<file path="src/rtl/ariane_axi.sv">
// ariane_axi: AXI4 request/response channel structs used by the line port
package ariane_axi;

    typedef struct packed {
        logic [3:0]  id;
        logic [63:0] addr;
        logic [7:0]  len;
        logic [2:0]  size;
        logic [1:0]  burst;
    } ax_t;

    typedef struct packed {
        logic [63:0] data;
        logic [7:0]  strb;
        logic        last;
    } w_t;

    typedef struct packed {
        logic [3:0] id;
        logic [1:0] resp;
    } b_t;

    typedef struct packed {
        logic [3:0]  id;
        logic [63:0] data;
        logic [1:0]  resp;
        logic        last;
    } r_t;

    typedef struct packed {
        ax_t  aw;
        logic aw_valid;
        w_t   w;
        logic w_valid;
        logic b_ready;
        ax_t  ar;
        logic ar_valid;
        logic r_ready;
    } req_t;

    typedef struct packed {
        logic aw_ready;
        logic ar_ready;
        logic w_ready;
        logic b_valid;
        b_t   b;
        logic r_valid;
        r_t   r;
    } resp_t;

endpackage

</file>
<file path="src/rtl/axi_line_port.sv">
// axi_line_port: single-outstanding bridge from a line/word request stream to one AXI4 master port
module axi_line_port #(
    parameter int unsigned LINE_WIDTH     = 256,
    parameter int unsigned AXI_DATA_WIDTH = 64,
    parameter int unsigned AXI_ADDR_WIDTH = 64,
    parameter int unsigned AXI_ID_WIDTH   = 4,
    parameter bit          WRAP_READ      = 1'b0,
    parameter type         axi_req_t      = ariane_axi::req_t,
    parameter type         axi_resp_t     = ariane_axi::resp_t
) (
    input  logic                      clk_i,
    input  logic                      rst_ni,
    input  logic                      req_valid_i,
    output logic                      req_ready_o,
    input  logic                      req_we_i,
    input  logic                      req_line_i,
    input  logic [AXI_ADDR_WIDTH-1:0] req_addr_i,
    input  logic [2:0]                req_size_i,
    input  logic [AXI_ID_WIDTH-1:0]   req_id_i,
    input  logic [LINE_WIDTH-1:0]     req_wdata_i,
    input  logic [LINE_WIDTH/8-1:0]   req_be_i,
    output logic                      rsp_valid_o,
    input  logic                      rsp_ready_i,
    output logic                      rsp_we_o,
    output logic [AXI_ID_WIDTH-1:0]   rsp_id_o,
    output logic                      rsp_err_o,
    output logic [LINE_WIDTH-1:0]     rsp_rdata_o,
    output logic                      cw_valid_o,
    output logic [AXI_DATA_WIDTH-1:0] cw_data_o,
    output axi_req_t                  axi_req_o,
    input  axi_resp_t                 axi_resp_i
);

    localparam int unsigned BEATS = LINE_WIDTH / AXI_DATA_WIDTH;
    localparam int unsigned DB    = AXI_DATA_WIDTH / 8;
    localparam int unsigned LB    = LINE_WIDTH / 8;
    localparam int unsigned LSIZE = $clog2(DB);
    localparam int unsigned BW    = BEATS > 1 ? $clog2(BEATS) : 1;
    localparam int unsigned CW    = BW + 1;
    localparam logic [AXI_ADDR_WIDTH-1:0] LINE_MASK = ~AXI_ADDR_WIDTH'(LB - 1);
    localparam logic [AXI_ADDR_WIDTH-1:0] BEAT_MASK = ~AXI_ADDR_WIDTH'(DB - 1);

    typedef enum logic [2:0] {IDLE, WRITE, WRESP, READ, RESP} state_e;

    state_e                    state_q, state_d;
    logic                      we_q, we_d, line_q, line_d, a_done_q, a_done_d, err_q, err_d;
    logic [AXI_ADDR_WIDTH-1:0] addr_q, addr_d;
    logic [2:0]                size_q, size_d;
    logic [AXI_ID_WIDTH-1:0]   id_q, id_d;
    logic [LINE_WIDTH-1:0]     wdata_q, wdata_d, rdata_q, rdata_d;
    logic [LINE_WIDTH/8-1:0]   be_q, be_d;
    logic [BW-1:0]             off_q, off_d;
    logic [CW-1:0]             cnt_q, cnt_d;

    logic [CW-1:0] n_beats;
    logic [BW-1:0] widx, ridx;
    logic          aw_v, w_v, ar_v, r_rdy, w_last;
    logic          req_hs, aw_hs, w_hs, ar_hs, r_hs, b_hs, aw_end, w_end;
    logic          unused_resp;

    assign n_beats = line_q ? CW'(BEATS) : CW'(1);
    assign widx    = line_q ? cnt_q[BW-1:0] : off_q;
    assign ridx    = !line_q ? off_q : WRAP_READ ? off_q + cnt_q[BW-1:0] : cnt_q[BW-1:0];
    assign aw_v    = state_q == WRITE && !a_done_q;
    assign w_v     = state_q == WRITE && cnt_q < n_beats;
    assign ar_v    = state_q == READ && !a_done_q;
    assign r_rdy   = state_q == READ && a_done_q;
    assign w_last  = !line_q || cnt_q == CW'(BEATS - 1);
    assign req_hs  = state_q == IDLE && req_valid_i;
    assign aw_hs   = aw_v && axi_resp_i.aw_ready;
    assign w_hs    = w_v && axi_resp_i.w_ready;
    assign ar_hs   = ar_v && axi_resp_i.ar_ready;
    assign r_hs    = r_rdy && axi_resp_i.r_valid;
    assign b_hs    = state_q == WRESP && axi_resp_i.b_valid;
    assign aw_end  = a_done_q || aw_hs;
    assign w_end   = cnt_q == n_beats || (w_hs && w_last);
    assign unused_resp = ^{axi_resp_i.b.id, axi_resp_i.r.id, axi_resp_i.b.resp[0], axi_resp_i.r.resp[0]};

    // State register
    always_ff @(posedge clk_i or negedge rst_ni) begin
        if (!rst_ni) state_q <= IDLE;
        else         state_q <= state_d;
    end

    // Next-state: AW and W complete independently, read ends on r_last
    always_comb begin
        state_d = state_q;
        case (state_q)
            IDLE:    if (req_valid_i) state_d = req_we_i ? WRITE : READ;
            WRITE:   if (aw_end && w_end) state_d = WRESP;
            WRESP:   if (b_hs) state_d = RESP;
            READ:    if (r_hs && axi_resp_i.r.last) state_d = RESP;
            RESP:    if (rsp_ready_i) state_d = IDLE;
            default: state_d = IDLE;
        endcase
    end

    // Outputs: AXI channels and response port decoded from state and captured request
    always_comb begin
        axi_req_o          = '0;
        axi_req_o.aw_valid = aw_v;
        axi_req_o.aw.id    = id_q;
        axi_req_o.aw.addr  = line_q ? addr_q & LINE_MASK : addr_q;
        axi_req_o.aw.len   = line_q ? 8'(BEATS - 1) : 8'd0;
        axi_req_o.aw.size  = line_q ? 3'(LSIZE) : size_q;
        axi_req_o.aw.burst = 2'b01;
        axi_req_o.w_valid  = w_v;
        axi_req_o.w.data   = wdata_q[widx*AXI_DATA_WIDTH +: AXI_DATA_WIDTH];
        axi_req_o.w.strb   = be_q[widx*DB +: DB];
        axi_req_o.w.last   = w_last;
        axi_req_o.b_ready  = state_q == WRESP;
        axi_req_o.ar_valid = ar_v;
        axi_req_o.ar.id    = id_q;
        axi_req_o.ar.addr  = !line_q ? addr_q : WRAP_READ ? addr_q & BEAT_MASK : addr_q & LINE_MASK;
        axi_req_o.ar.len   = line_q ? 8'(BEATS - 1) : 8'd0;
        axi_req_o.ar.size  = line_q ? 3'(LSIZE) : size_q;
        axi_req_o.ar.burst = line_q && WRAP_READ && BEATS > 1 ? 2'b10 : 2'b01;
        axi_req_o.r_ready  = r_rdy;
        req_ready_o        = state_q == IDLE;
        rsp_valid_o        = state_q == RESP;
        rsp_we_o           = we_q;
        rsp_id_o           = id_q;
        rsp_err_o          = err_q;
        rsp_rdata_o        = rdata_q;
        cw_valid_o         = r_hs && line_q && ridx == off_q && cnt_q < n_beats;
        cw_data_o          = axi_resp_i.r.data;
    end

    // Datapath next values: capture, beat counting, slot fill and error accumulation
    always_comb begin
        we_d     = we_q;
        line_d   = line_q;
        addr_d   = addr_q;
        size_d   = size_q;
        id_d     = id_q;
        wdata_d  = wdata_q;
        be_d     = be_q;
        off_d    = off_q;
        cnt_d    = cnt_q;
        a_done_d = a_done_q;
        err_d    = err_q;
        rdata_d  = rdata_q;
        if (req_hs) begin
            we_d     = req_we_i;
            line_d   = req_line_i;
            addr_d   = req_addr_i;
            size_d   = req_size_i;
            id_d     = req_id_i;
            wdata_d  = req_wdata_i;
            be_d     = req_be_i;
            off_d    = BW'(req_addr_i >> LSIZE) & BW'(BEATS - 1);
            cnt_d    = '0;
            a_done_d = 1'b0;
            err_d    = 1'b0;
            rdata_d  = '0;
        end
        if (aw_hs || ar_hs) a_done_d = 1'b1;
        if (w_hs) cnt_d = cnt_q + 1'b1;
        if (b_hs) err_d = axi_resp_i.b.resp[1];
        if (r_hs) begin
            err_d = err_q | axi_resp_i.r.resp[1] | (axi_resp_i.r.last ^ (cnt_q == n_beats - 1'b1));
            if (cnt_q < n_beats) begin
                rdata_d[ridx*AXI_DATA_WIDTH +: AXI_DATA_WIDTH] = axi_resp_i.r.data;
                cnt_d = cnt_q + 1'b1;
            end
        end
    end

    // Datapath registers
    always_ff @(posedge clk_i or negedge rst_ni) begin
        if (!rst_ni) begin
            we_q     <= 1'b0;
            line_q   <= 1'b0;
            addr_q   <= '0;
            size_q   <= '0;
            id_q     <= '0;
            wdata_q  <= '0;
            be_q     <= '0;
            off_q    <= '0;
            cnt_q    <= '0;
            a_done_q <= 1'b0;
            err_q    <= 1'b0;
            rdata_q  <= '0;
        end else begin
            we_q     <= we_d;
            line_q   <= line_d;
            addr_q   <= addr_d;
            size_q   <= size_d;
            id_q     <= id_d;
            wdata_q  <= wdata_d;
            be_q     <= be_d;
            off_q    <= off_d;
            cnt_q    <= cnt_d;
            a_done_q <= a_done_d;
            err_q    <= err_d;
            rdata_q  <= rdata_d;
        end
    end

endmodule

</file>
<file path="config.mk">
export PLATFORM = sky130hd
export DESIGN_NAME = axi_line_port
export DESIGN_NICKNAME = d
export VERILOG_FILES = /design/src/rtl/ariane_axi.sv /design/src/rtl/axi_line_port.sv
export SDC_FILE = /design/constraint.sdc
export NUM_CORES = 1
export LEC_CHECK = 0
export ABC_AREA = 1
export BUFFER_PORTS_ARGS = -buffer_cell sky130_fd_sc_hd__clkbuf_2
export CAP_MARGIN = 20
export CORE_AREA = 10 10 387 389
export CTS_CLUSTER_SIZE = 40
export DETAILED_ROUTE_END_ITERATION = 10
export DIE_AREA = 0 0 397 399
export SYNTH_ARGS = -nofsm -noshare
export SYNTH_HDL_FRONTEND = slang
export SYNTH_SLANG_ARGS = --single-unit
</file>
<file path="constraint.sdc">
create_clock -name clk_i -period 5.25 [get_ports clk_i]
set_input_delay 0.525 -clock clk_i [delete_from_list [all_inputs] [get_ports clk_i]]
set_output_delay 0.525 -clock clk_i [all_outputs]
set_load 0.01 [all_outputs]
</file>
==> results.cfg <==
[outcome]
status = finished clean

[min_path]
worst_hold_path_type = primary input to register

[sta]
rsz0062_at_grt = no
hold_viol_final = 0
max_freq_mhz = 204.7
tightest_slew_ns = 0.9789
fin_setup_tns_ns = 0
setup_viol = 0
period_minus_slack_ns = 4.886
finalCritPeriodShare_pct = 93.06
slew_violations = 0
finClkSkew_ns = 0.02876
relSlewSlack_pct = 34.58
setup_slack_ns = 0.3642

[finish]
drive_gt1_share_pct = 27.00
area_growth_pct = 29.71
nFillCells = 15520
nets = 4764
finalNonFillerCells = 6280

[clocking]
cts_resized = 0
clock_path_buffers = 3
clk_latency_ns = 0.67
cts-hold-fix-buffers = 86
post_cts_buffers = 0
cts_root_buffer = clkbuf_16
numCtsBuffers = 76
clkTransAtPathRegs_ns = 0.06
cts_tree = built
cts_sinks = 625
h-tree-depth = 3

[power_and_ir_drop]
p_per_area_mw_per_mm2 = 608.7
finalPower_mw = 22.93
p_leak_nw = 20.22
vdd_ir_drop_max_uv = 448.0

[global_route]
grt_overflow = 0
grt_start_max_net_pins = 167
grt_pass1_wl_mm = 186.6
grtUsageTotal_pct = 15.66
antenna_found_initial = 32
grt_pass1_vias = 26650

[drt]
detail-route-antenna-nets = 0
drc = 0
drtIter0Drc = 2072
routed-via-count = 26940
wl_per_cell_um = 20.89
viasPerCell = 4.290
wl_mm = 131.2
drtPass1Iterations = 7

[worst_setup_path]
r2r_end = rsp_rdata_o[9]$_DFF_PN0_
regToRegSetupSlack_ns = 0.92
reg2reg_from = line_q$_DFFE_PN0P_
arrival_ns = 4.36
required_ns = 4.72
crit_path_start = line_q$_DFFE_PN0P_
r2r_cells = 10
crit_type = register to output pin
cp-end-kind = output pin
crit_end = axi_req_o[145]
crit_fanout = 114
start_kind = register

[logic_synthesis]
synth_area_leaders = dfrtp_1 (54%), nand2_1 (17%), buf_4 (6.2%), nand3_1 (5.7%), o21ai_0 (3.9%)
ys_types = 28
yosysSeqAreaShare_pct = 53.86
synth_top_cell_area_share_pct = 53.86
synth_seq_cells = 625
synthArstFlopShare_pct = 100.0
synth_common_cells = nand2_1 (1285), dfrtp_1 (625), nand3_1 (328), buf_4 (240), o21ai_0 (229)
syn_avg_cell_area_sq_um = 8.141
synth_edf_count = 0
synthFlopType = dfrtp_1
synth_top_cell_by_area = dfrtp_1
ys_warn_count = 0
syn_inst = 3567
synth.most_common_cell = nand2_1
synth_area_sq_mm = 0.02904

[floorplanning]
dieArea_sq_mm = 0.1584
rows = 139
die-width_um = 397
start_util_pct = 20.39
fp.dieH_um = 399
core-area_sq_mm = 0.1424
ioPinCount = 1016

[placed_design]
place.gp.congestion = 0.8491
dp.cells = 6047
dp_hpwl_mm = 95.60
io_buffers = 989
pre_cts_slack_ns = 0.7681

[flow_run]
max_cap_viol_count = 0
worst min-delay path by stage:
| stage | slack (ns) | end | startpoint | cells after the start |
|---|---|---|---|---|
| after floorplan | 0.23 | a_done_q$_DFFE_PN0P_ | rst_ni | 0 |
| after global placement | 0.46 | wdata_q[222]$_DFFE_PN0P_ | wdata_q[222]$_DFFE_PN0P_ | 2 |
| after detailed placement | 0.46 | wdata_q[199]$_DFFE_PN0P_ | wdata_q[199]$_DFFE_PN0P_ | 2 |
| after CTS | 0.0001 | wdata_q[123]$_DFFE_PN0P_ | req_wdata_i[123] | 3 |
| after global routing | 0.03 | wdata_q[14]$_DFFE_PN0P_ | req_wdata_i[14] | 3 |
| final | 0.07 | wdata_q[123]$_DFFE_PN0P_ | req_wdata_i[123] | 3 |
metrics by stage:
step | hold WS, ns | util (%) | cell area (sq um)
after floorplan | 0.2294 | - | 29090
after global placement | 0.4569 | 24.06 | 34270
after detailed placement | 0.4597 | 24.06 | 34270
after CTS | 0.0001085 | 26.43 | 37650
after global routing | 0.03107 | 26.44 | 37660
final | 0.06850 | 26.44 | 37670
placed cells by master (no fill, tap or decap), types with 2 or more instances in the layout:
cell / synthesis / layout
a21oi_1: 2 / 2
a31oi_1: 2 / 2
buf_12: 0 / 14
buf_4: 240 / 33
bufinv_16: 0 / 3
clkbuf_1: 136 / 19
clkbuf_16: 0 / 78
clkbuf_2: 0 / 988
clkbuf_8: 0 / 17
clkinv_2: 0 / 12
clkinv_4: 0 / 2
clkinvlp_4: 0 / 2
conb_1: 2 / 16
dfrtp_1: 625 / 625
diode_2: 0 / 7
dlygate4sd3_1: 0 / 86
ha_1: 9 / 8
inv_1: 163 / 163
inv_2: 9 / 6
inv_6: 0 / 4
inv_8: 0 / 3
nand2_1: 1285 / 1281
nand2_4: 0 / 4
nand3_1: 328 / 328
nand4_1: 67 / 67
nor2_1: 158 / 156
nor2_4: 2 / 5
nor3_1: 2 / 2
o21ai_0: 229 / 229
o21ai_1: 130 / 130
o22ai_1: 73 / 73
or2_2: 2 / 2
logic make-up (layout without fill, tap and decap cells):
logic type               after synthesis  in the layout  synth area share (%)
AO/OA/AOI/OAI                        438            438                 7.902
adder cells (fa/ha/maj)                9              9                0.3878
buffers and inverters                645           1434                 11.83
flip-flops                           625            625                 53.86
other                                  2             23               0.02586
AND/OR/NAND/NOR                     1848           1848                 26.00
critical path: stages, from the launching register on:
cell and delay (ns):
dfrtp_1 0.94, inv_2 0.39, nand2_1 0.24, nand2_4 0.20, inv_8 0.56, buf_4 0.57
o21ai_0 0.29, o22ai_1 0.17, clkbuf_2 0.16
power breakdown:
group          leakage, nW  internal, mW  switching (mW)
clock                 1.24          3.14            2.27
combinational         10.8          3.08            7.38
sequential            8.18          6.22           0.843
total                 20.2          12.4            10.5
cell type report:
class	count	area [sq um]	area share, %
Inverter	172	663.1	1.761
Timing Repair Buffer	1122	6349	16.85
Clock buffer	114	2257	5.992
Tap cell	1903	2381	6.321
Clock inverter	26	265.3	0.7042
Multi-Input combinational cell	2311	10090	26.80
Sequential cell	625	15640	41.52
Antenna cell	7	17.52	0.04650
registers in the layout, indices dropped and copies added (netlist names):
register / count
rsp_rdata_o: 256
wdata_q: 256
addr_q: 63
be_q: 32
rsp_id_o: 4
cnt_q: 3
size_q: 3
state_q: 3
a_done_q: 1
line_q: 1
off_q: 1
rsp_err_o: 1
rsp_we_o: 1
metal layers:
layer  share of wire (%)  GRT usage (%)  vias up
met2                  48          25.90     1128
li1                    -              -    12700
met5               0.062              0        -
met1                  40          19.04    12890
met4                 3.4          5.638       14
met3                 8.5          4.961      216
(Power assumes the default switching activity.)
